### config.mk
export PLATFORM = sky130hd
export DESIGN_NAME = led_bank_sequencer
export DESIGN_NICKNAME = d
export VERILOG_FILES = /design/src/rtl/led_bank_pkg.sv /design/src/rtl/led_step_prescaler.sv /design/src/rtl/led_bank_sequencer.sv
export SDC_FILE = /design/constraint.sdc
export NUM_CORES = 1
export LEC_CHECK = 0
export ABC_AREA = 1
export CAP_MARGIN = 20
export CORE_MARGIN = 2
export CORE_UTILIZATION = 45
export CTS_CLUSTER_SIZE = 8
export DETAILED_ROUTE_END_ITERATION = 12
export DONT_BUFFER_PORTS = 1
export PLACE_DENSITY = 0.62
export SLEW_MARGIN = 20
export SYNTH_ARGS = -nofsm -noshare
export SYNTH_HDL_FRONTEND = slang
export SYNTH_SLANG_ARGS = --single-unit
### constraint.sdc
create_clock -name clk -period 4.2 [get_ports clk]
set_input_delay 0.63 -clock clk [delete_from_list [all_inputs] [get_ports clk]]
set_output_delay 0.63 -clock clk [all_outputs]
set_load 0.03 [all_outputs]
### src/rtl/led_bank_pkg.sv
// Shared types, seeds and sizing helpers for the IO-board LED bank sequencer.
package led_bank_pkg;

  // Pattern selection, encoded exactly as the mode pins present it
  typedef enum logic [1:0] {
    MODE_COUNT  = 2'd0,
    MODE_CHASE  = 2'd1,
    MODE_ROTATE = 2'd2,
    MODE_STATIC = 2'd3
  } mode_e;

  // Pattern value loaded when a new mode is taken
  localparam int unsigned SEED_COUNT  = 0;
  localparam int unsigned SEED_CHASE  = 1;
  localparam int unsigned SEED_ROTATE = 1;
  localparam int unsigned SEED_STATIC = 0;

  // Chase direction encoding
  localparam logic DIR_UP   = 1'b0;
  localparam logic DIR_DOWN = 1'b1;

  // Bits needed to count 0..n-1 (at least one bit)
  function automatic int unsigned cnt_width(input int unsigned n);
    return (n <= 2) ? 1 : $clog2(n);
  endfunction

  // Seed associated with a mode
  function automatic int unsigned seed_for(input mode_e m);
    case (m)
      MODE_CHASE:  return SEED_CHASE;
      MODE_ROTATE: return SEED_ROTATE;
      MODE_STATIC: return SEED_STATIC;
      default:     return SEED_COUNT;
    endcase
  endfunction

endpackage

### src/rtl/led_step_prescaler.sv
// Divides the board clock down to a one-clock step pulse every DIV clocks.
module led_step_prescaler
  import led_bank_pkg::*;
#(
  parameter int unsigned DIV = 16
) (
  input  logic clk,
  input  logic rst_n,
  output logic step
);

  localparam int unsigned CW   = cnt_width(DIV);
  localparam logic [CW-1:0] LAST = CW'(DIV - 1);

  logic [CW-1:0] cnt;

  // Count 0..DIV-1; the terminal count emits a registered step pulse
  always_ff @(posedge clk or negedge rst_n) begin
    if (!rst_n) begin
      cnt  <= '0;
      step <= 1'b0;
    end else if (cnt == LAST) begin
      cnt  <= '0;
      step <= 1'b1;
    end else begin
      cnt  <= cnt + CW'(1);
      step <= 1'b0;
    end
  end

endmodule

### src/rtl/led_bank_sequencer.sv
// LED bank driver: stepped patterns masked per bank by DIP switches, with PWM dimming.
module led_bank_sequencer
  import led_bank_pkg::*;
#(
  parameter int unsigned CLK_HZ   = 100_000_000,
  parameter int unsigned STEP_HZ  = 12,
  parameter int unsigned BANKS    = 3,
  parameter int unsigned WIDTH    = 8,
  parameter int unsigned PWM_BITS = 4
) (
  input  logic                      clk,
  input  logic                      rst_n,
  input  logic [1:0]                mode,
  input  logic [BANKS*WIDTH-1:0]    dsw,
  input  logic [PWM_BITS-1:0]       brightness,
  input  logic                      freeze,
  output logic [BANKS*WIDTH-1:0]    lb,
  output logic [7:0]                led,
  output logic                      step
);

  localparam int unsigned N   = BANKS * WIDTH;
  localparam int unsigned DIV = CLK_HZ / STEP_HZ;
  localparam int unsigned SW  = cnt_width(DIV);

  logic [1:0]          mode_s1, mode_s2;
  logic [N-1:0]        dsw_s1, dsw_s2;
  logic [PWM_BITS-1:0] bri_s1, bri_s2;
  logic                frz_s1, frz_s2;

  mode_e               mode_q;
  mode_e               mode_new;
  logic [N-1:0]        pattern;
  logic                dir;
  logic [N-1:0]        pat_adv_c;
  logic                dir_adv_c;
  logic [N-1:0]        seed_c;

  logic [PWM_BITS-1:0] pwm_cnt;
  logic                on_c;

  logic                stretch;
  logic [SW-1:0]       hold_cnt;

  // Two-flop synchronisers for every asynchronous board input
  always_ff @(posedge clk or negedge rst_n) begin
    if (!rst_n) begin
      mode_s1 <= '0;
      mode_s2 <= '0;
      dsw_s1  <= '0;
      dsw_s2  <= '0;
      bri_s1  <= '0;
      bri_s2  <= '0;
      frz_s1  <= 1'b0;
      frz_s2  <= 1'b0;
    end else begin
      mode_s1 <= mode;
      mode_s2 <= mode_s1;
      dsw_s1  <= dsw;
      dsw_s2  <= dsw_s1;
      bri_s1  <= brightness;
      bri_s2  <= bri_s1;
      frz_s1  <= freeze;
      frz_s2  <= frz_s1;
    end
  end

  led_step_prescaler #(
    .DIV (DIV)
  ) u_prescaler (
    .clk   (clk),
    .rst_n (rst_n),
    .step  (step)
  );

  assign mode_new = mode_e'(mode_s2);
  assign seed_c   = N'(seed_for(mode_new));

  // Next pattern and chase direction for an ordinary advance in the current mode
  always_comb begin
    pat_adv_c = pattern;
    dir_adv_c = dir;
    case (mode_q)
      MODE_COUNT: pat_adv_c = pattern + N'(1);
      MODE_CHASE: begin
        if (dir == DIR_UP) begin
          pat_adv_c = pattern << 1;
          if (pattern[N-2]) dir_adv_c = DIR_DOWN;
        end else begin
          pat_adv_c = pattern >> 1;
          if (pattern[1]) dir_adv_c = DIR_UP;
        end
      end
      MODE_ROTATE: pat_adv_c = {pattern[N-2:0], pattern[N-1]};
      default: ;
    endcase
  end

  // Mode/pattern state: a mode change on a step reseeds instead of advancing
  always_ff @(posedge clk or negedge rst_n) begin
    if (!rst_n) begin
      mode_q  <= MODE_COUNT;
      pattern <= '0;
      dir     <= DIR_UP;
    end else if (step) begin
      if (mode_new != mode_q) begin
        mode_q  <= mode_new;
        pattern <= seed_c;
        dir     <= DIR_UP;
      end else if (!frz_s2) begin
        pattern <= pat_adv_c;
        dir     <= dir_adv_c;
      end
    end
  end

  // Free-running PWM phase counter
  always_ff @(posedge clk or negedge rst_n) begin
    if (!rst_n) begin
      pwm_cnt <= '0;
    end else begin
      pwm_cnt <= pwm_cnt + PWM_BITS'(1);
    end
  end

  // Full-scale brightness is solid on; otherwise duty = brightness / 2^PWM_BITS
  assign on_c = (bri_s2 == '1) || (pwm_cnt < bri_s2);

  // Step indicator held high for one full step period after each step
  always_ff @(posedge clk or negedge rst_n) begin
    if (!rst_n) begin
      stretch  <= 1'b0;
      hold_cnt <= '0;
    end else if (step) begin
      stretch  <= 1'b1;
      hold_cnt <= '0;
    end else if (stretch) begin
      if (hold_cnt == SW'(DIV - 1)) begin
        stretch <= 1'b0;
      end else begin
        hold_cnt <= hold_cnt + SW'(1);
      end
    end
  end

  // Registered LED bank and status outputs
  always_ff @(posedge clk or negedge rst_n) begin
    if (!rst_n) begin
      lb  <= '0;
      led <= '0;
    end else begin
      lb  <= ((mode_q == MODE_STATIC) ? dsw_s2 : (pattern & dsw_s2)) & {N{on_c}};
      led <= {4'b0000, stretch, dir, mode_q};
    end
  end

endmodule
---- Yosys cells after proc, flatten, opt, wreduce, memory -nomap -nowiden ----
Cells that the tools add are included.
storage, ports and cells
  register bits after elaboration ......... 169
  input port bits ......................... 33
  output and inout bits ................... 33
  logic and storage cells ................. 66
cells by class
  add/subtract/negate cells ............... 4
  magnitude comparators ................... 1
  equality and inequality tests ........... 11
  muxes and demuxes ....................... 20
  bitwise gates (word level) .............. 2
  reduce and logical (&&, ||, !) cells .... 10
operators with widths
  operator               number
  $mux 24                4
  $mux 23                4
  $pmux 24 s3            1
  $and 24x24->24         2
  $add 23x1->23 const B  2
  $eq 23x23->1 const B   2
  $add 24x1->24 const B  1
  $mux 1                 11
  $eq 2x2->1 const B     3
  $reduce_and 3->1       2
  $add 4x1->4 const B    1
  $eq 2x1->1 const B     2
  $eq 4x4->1 const B     1
  $lt 4x4->1             1
  $ne 2x1->1 const B     2
  $reduce_and 2->1       2
  $reduce_bool 2->1      2
  $reduce_bool 4->1      1
  $logic_not 2->1        1
  $ne 2x2->1             1
  $reduce_or 2->1        1
  $logic_or 1x1->1       1

---- Depth between registers and ports, before layout ----
  word-level depth ........................ 5
  depth in mapped cells ................... 11
  mapped depth without buffers ............ 11

---- Cells and area by module ----
Synthesis repeated with hierarchy kept, for this count alone.
second synthesis, totals
  cell total of the unflattened synthesis .. 958
  area total of the unflattened synthesis .. 7953.9 um^2
by module, submodules not included
  module              instances  cells an instance  area each (um^2)  sequential area each (um^2)
  led_bank_sequencer  1          749                6518.8            3628.5
  led_step_prescaler  1          209                1435.1            600.6

---- Least setup slack after synthesis ----
No wires, ideal clock.
  path kind ............................... reg2reg
  start point ............................. reg mode_q[0]
  end point ............................... reg pattern[4]
  setup time .............................. 74 ps
  arrival time ............................ 1726 ps
  data required time ...................... 4126 ps
  path slack .............................. 2400 ps
  cell stages (with the launch flop) ...... 10
  path buffers ............................ 2
  clock period less this slack ............ 1800 ps
  cell sequence ........................... dfrtp_1 > inv_1 > ha_1 > buf_6 > or2_4 > or2_4 > nand3_4 > buf_8 > nand2_1 > o21ai_2
on the way
  cells in the longest elaborated chain, start to end .. 4
  elaborated cells between the ends (all ways) .. 10
  those cells by class .................... 4 x eq/ne; 3 x mux; 3 x reduce/logical
ends and longest elaborated chain
  what                                      RTL line                   text
  start: declaration                        led_bank_sequencer.sv:31   mode_e mode_q;
  start signal: assignment                  led_bank_sequencer.sv:107  mode_q <= mode_new;
  $eq 2x2->1, or another cell as far along  led_bank_sequencer.sv:83   case (mode_q)
  $pmux 24 s3                               led_bank_sequencer.sv:83
  $mux 24                                   led_bank_sequencer.sv:110  end else if (!frz_s2) begin
  $mux 24                                   led_bank_sequencer.sv:106  if (mode_new != mode_q) begin
  end signal: assignment                    led_bank_sequencer.sv:111  pattern <= pat_adv_c;
  end: declaration                          led_bank_sequencer.sv:33   logic [N-1:0] pattern;
Several ways; a longest one is shown, not always the timed one. The select of a mux whose other input is x is not followed.
A chain may end at the register's enable or synchronous reset.

---- Worst setup path after layout ----
  start point ............................. reg mode_q[1]
  end point ............................... reg pattern[6]
The elaborated chain is that of the path after synthesis.

==> out/metrics.cfg <==
[outcome]
status=finished, violations left
violations=hold timing

[finish]
fillCellCount=1671
final_util=0.505
fin_nets=1021
multiInputGateArea_um2=3300
drive_gt1_frac=0.0597
finalNonFillerCells=1214
seq_area_um2=4230
area_delta_synth_final_pct=8.96

[route]
ant_nets=0
vias=6211
wl_mm=17.2
wire_per_inst_um=14.1
drt-pass1-iter-count=5
drc=0
vias_per_cell=5.12
drt_iter0_markers=385

[setup_path]
startpoint_type=flop
worst_path_max_delay_cell=ha_1
cp_max_fo=27
cp_top_family=adder cells
cp.required_ns=4.52
critPathCaptureType=flop
worst-path-buf-inv=2
cp_cell_sequence=inv_1 -> ha_1 -> inv_1 -> nand3_1 -> o21ai_0 -> nand2_1 -> nand2_1
cpPeakStageDelay_ns=0.79
critPathKind=flop to flop
arrival_ns=2.78

[yosys]
synth_cell_types=41
yosysMostFrequentCell=nand2_1
synth_seq_cells=169
syn_avg_cell_area_um2=8.24
synth-edff-count=0
netlist_area_um2=8070
synth_common_cells=285 x nand2_1, 169 x dfrtp_1, 116 x nor2_1
synth_cells=980
async_reset_ff_frac=1.00
synth_top_area_frac=0.524
synth_warnings=0
yosysTopAreaCell=dfrtp_1
synth_flop_cell=dfrtp_1
yosysSeqAreaShare=0.524
yosys-top-cells-area=dfrtp_1 52%, nand2_1 13%, nor2_1 5.4%

[pwr]
leakagePower_uw=0.00414
switching_share=0.209
clkPwrFrac=0.479
powerDensity_nw_per_um2=368
p_comb_frac=0.006
ir_drop_v=0.000294
pwr-share-seq=0.515
p_int_uw=2560
switching_power_uw=677

[timing]
tightest_slew_ns=0.880
final-max-slew-violation-count=0
fin_hold_ws_ns=-0.114
setup_viol=0
fin_ws_ns=1.74
hold_viol_final=169
fmax_ghz=0.407
final.setup.tns_ns=0
layout_min_cycle_time_ns=2.46
finClkSkew_ns=0.00962
finalCritPeriodShare=0.585
relSlewSlack=0.414
rsz0062_at_grt=no

[grt]
grt-ovfl-total=0
gr-usage-all-layers=0.196
antenna_found_initial=1
grt_max_degree=170
grt_pass1_wl_mm=28.9
grt_pass1_vias=5847

[floorplanning]
die_area_um2=19000
dieWidth_um=138
die_h_um=138
ios=66
start_util=0.463
core_area_um2=17400
core.rowCount=48

[place]
hpwlAfterDp_mm=11.7
place_ws_ns=1.78
placed_cells=1181
place.gp.congestion=0.857
io_buffers=0

[clock_tree]
cts-root-buf=clkbuf_16
clkSinkCount=169
cts_resized=0
cts_setup_buffers=0
clockBufferDepth=2
cts_buffers=17
htree_levels=4
clkLatencyLatePin_ns=0.43
clkSlewWorstSetupHoldPaths_ns=0.07
cts_tree=done

[flow_run]
maxCapViolCount=0

[hold_path]
hold_class=input port to asynchronous set/reset pin

[through the flow]
stage / instance area, um2 / power [uW] / hold slack, ns
floorplan: 8080 / 1710 / 0.331
detailed placement: 8210 / 1720 / 0.336
CTS: 8790 / 3290 / -0.133
global route: 8790 / 3350 / -0.139
global placement: 8210 / 1720 / 0.332
finish: 8790 / 3240 / -0.114
[placed cells by master, fill, tap and decap left out, types with 4 or more instances in the layout]
| cell | Yosys | routed |
|---|---|---|
| o21ai_0 | 63 | 63 |
| o221ai_1 | 4 | 4 |
| nor2_1 | 116 | 116 |
| clkbuf_16 | 0 | 17 |
| xor2_1 | 23 | 23 |
| ha_1 | 13 | 13 |
| nand2_1 | 285 | 285 |
| nand2_2 | 6 | 6 |
| dfrtp_1 | 169 | 169 |
| inv_1 | 92 | 92 |
| o211ai_1 | 4 | 4 |
| xnor2_1 | 6 | 6 |
| a21oi_1 | 42 | 42 |
| nor3_1 | 6 | 6 |
| inv_6 | 0 | 4 |
| o21bai_1 | 6 | 6 |
| buf_4 | 5 | 4 |
| inv_2 | 4 | 4 |
| conb_1 | 1 | 4 |
| nand4_1 | 25 | 25 |
| nand3_1 | 60 | 60 |
[power groups by stage]
stage,Combinational [uW],Clock (uW),Sequential (uW)
6_report,19.5,1550,1670
5_1_grt,21.9,1660,1670
4_1_cts,19.6,1600,1670
3_5_place_dp,19.6,0,1700
3_3_place_gp,19.2,0,1700
2_1_floorplan,18.4,0,1690
[cell families (layout without fill, tap and decap cells)]
| family | after synthesis | in the layout | synth area share |
|---|---|---|---|
| buf+inv | 128 | 133 | 0.0693 |
| simple gates | 513 | 513 | 0.270 |
| other cells | 1 | 5 | 0.000465 |
| xor+xnor | 29 | 29 | 0.0315 |
| flops | 169 | 169 | 0.524 |
| compound gates | 127 | 127 | 0.0849 |
| fa+ha+maj | 13 | 13 | 0.0202 |
[worst register-to-register path: stages, from the launching register on]
cell     delay, ns
dfrtp_1       0.43
inv_1         0.11
ha_1          0.79
inv_1         0.57
nand3_1       0.21
o21ai_0       0.10
nand2_1       0.09
nand2_1       0.06
[cell type report]
type | instances | share of cell area
inverters | 97 | 0.0417
multi-input cells | 686 | 0.375
repair buffers | 4 | 0.00341
clock buffers | 19 | 0.0504
well taps | 225 | 0.0320
diodes | 1 | 0.000285
clock inverters | 13 | 0.0164
flip-flops and latches | 169 | 0.481
[final timing paths]
kind | startpoint | end | slack (ns) | depth (start not counted)
max | mode_q[1] | pattern[6] | 1.74 | 7
min in group clk | dsw[10] | dsw_s1[10] | 0.22 | 0
min | rst_n | lb[10] | -0.11 | 0
max reg2reg | mode_q[1] | pattern[6] | 1.74 | 7
max in group asynchronous | rst_n | bri_s1[0] | 3.96 | 0
min reg2reg | dsw_s1[3] | dsw_s2[3] | 0.35 | 0
[flip-flops by register name, indices dropped and copies added, names as in the netlist]
register	cells
bri_s1	4
bri_s2	4
dir	1
dsw_s1	24
dsw_s2	24
frz_s1	1
frz_s2	1
hold_cnt	23
lb	24
led	4
mode_new	2
mode_q	2
mode_s1	2
pattern	24
pwm_cnt	4
stretch	1
u_prescaler.cnt	23
u_prescaler.step	1
[routing by layer]
metal	wire, um	up-vias	GRT usage
met5	0	-	0
met4	327	0	0.0618
met3	769	23	0.0567
met2	8300	127	0.314
met1	7780	2936	0.257
li1	-	3125	-
(Power assumes the default switching activity.)
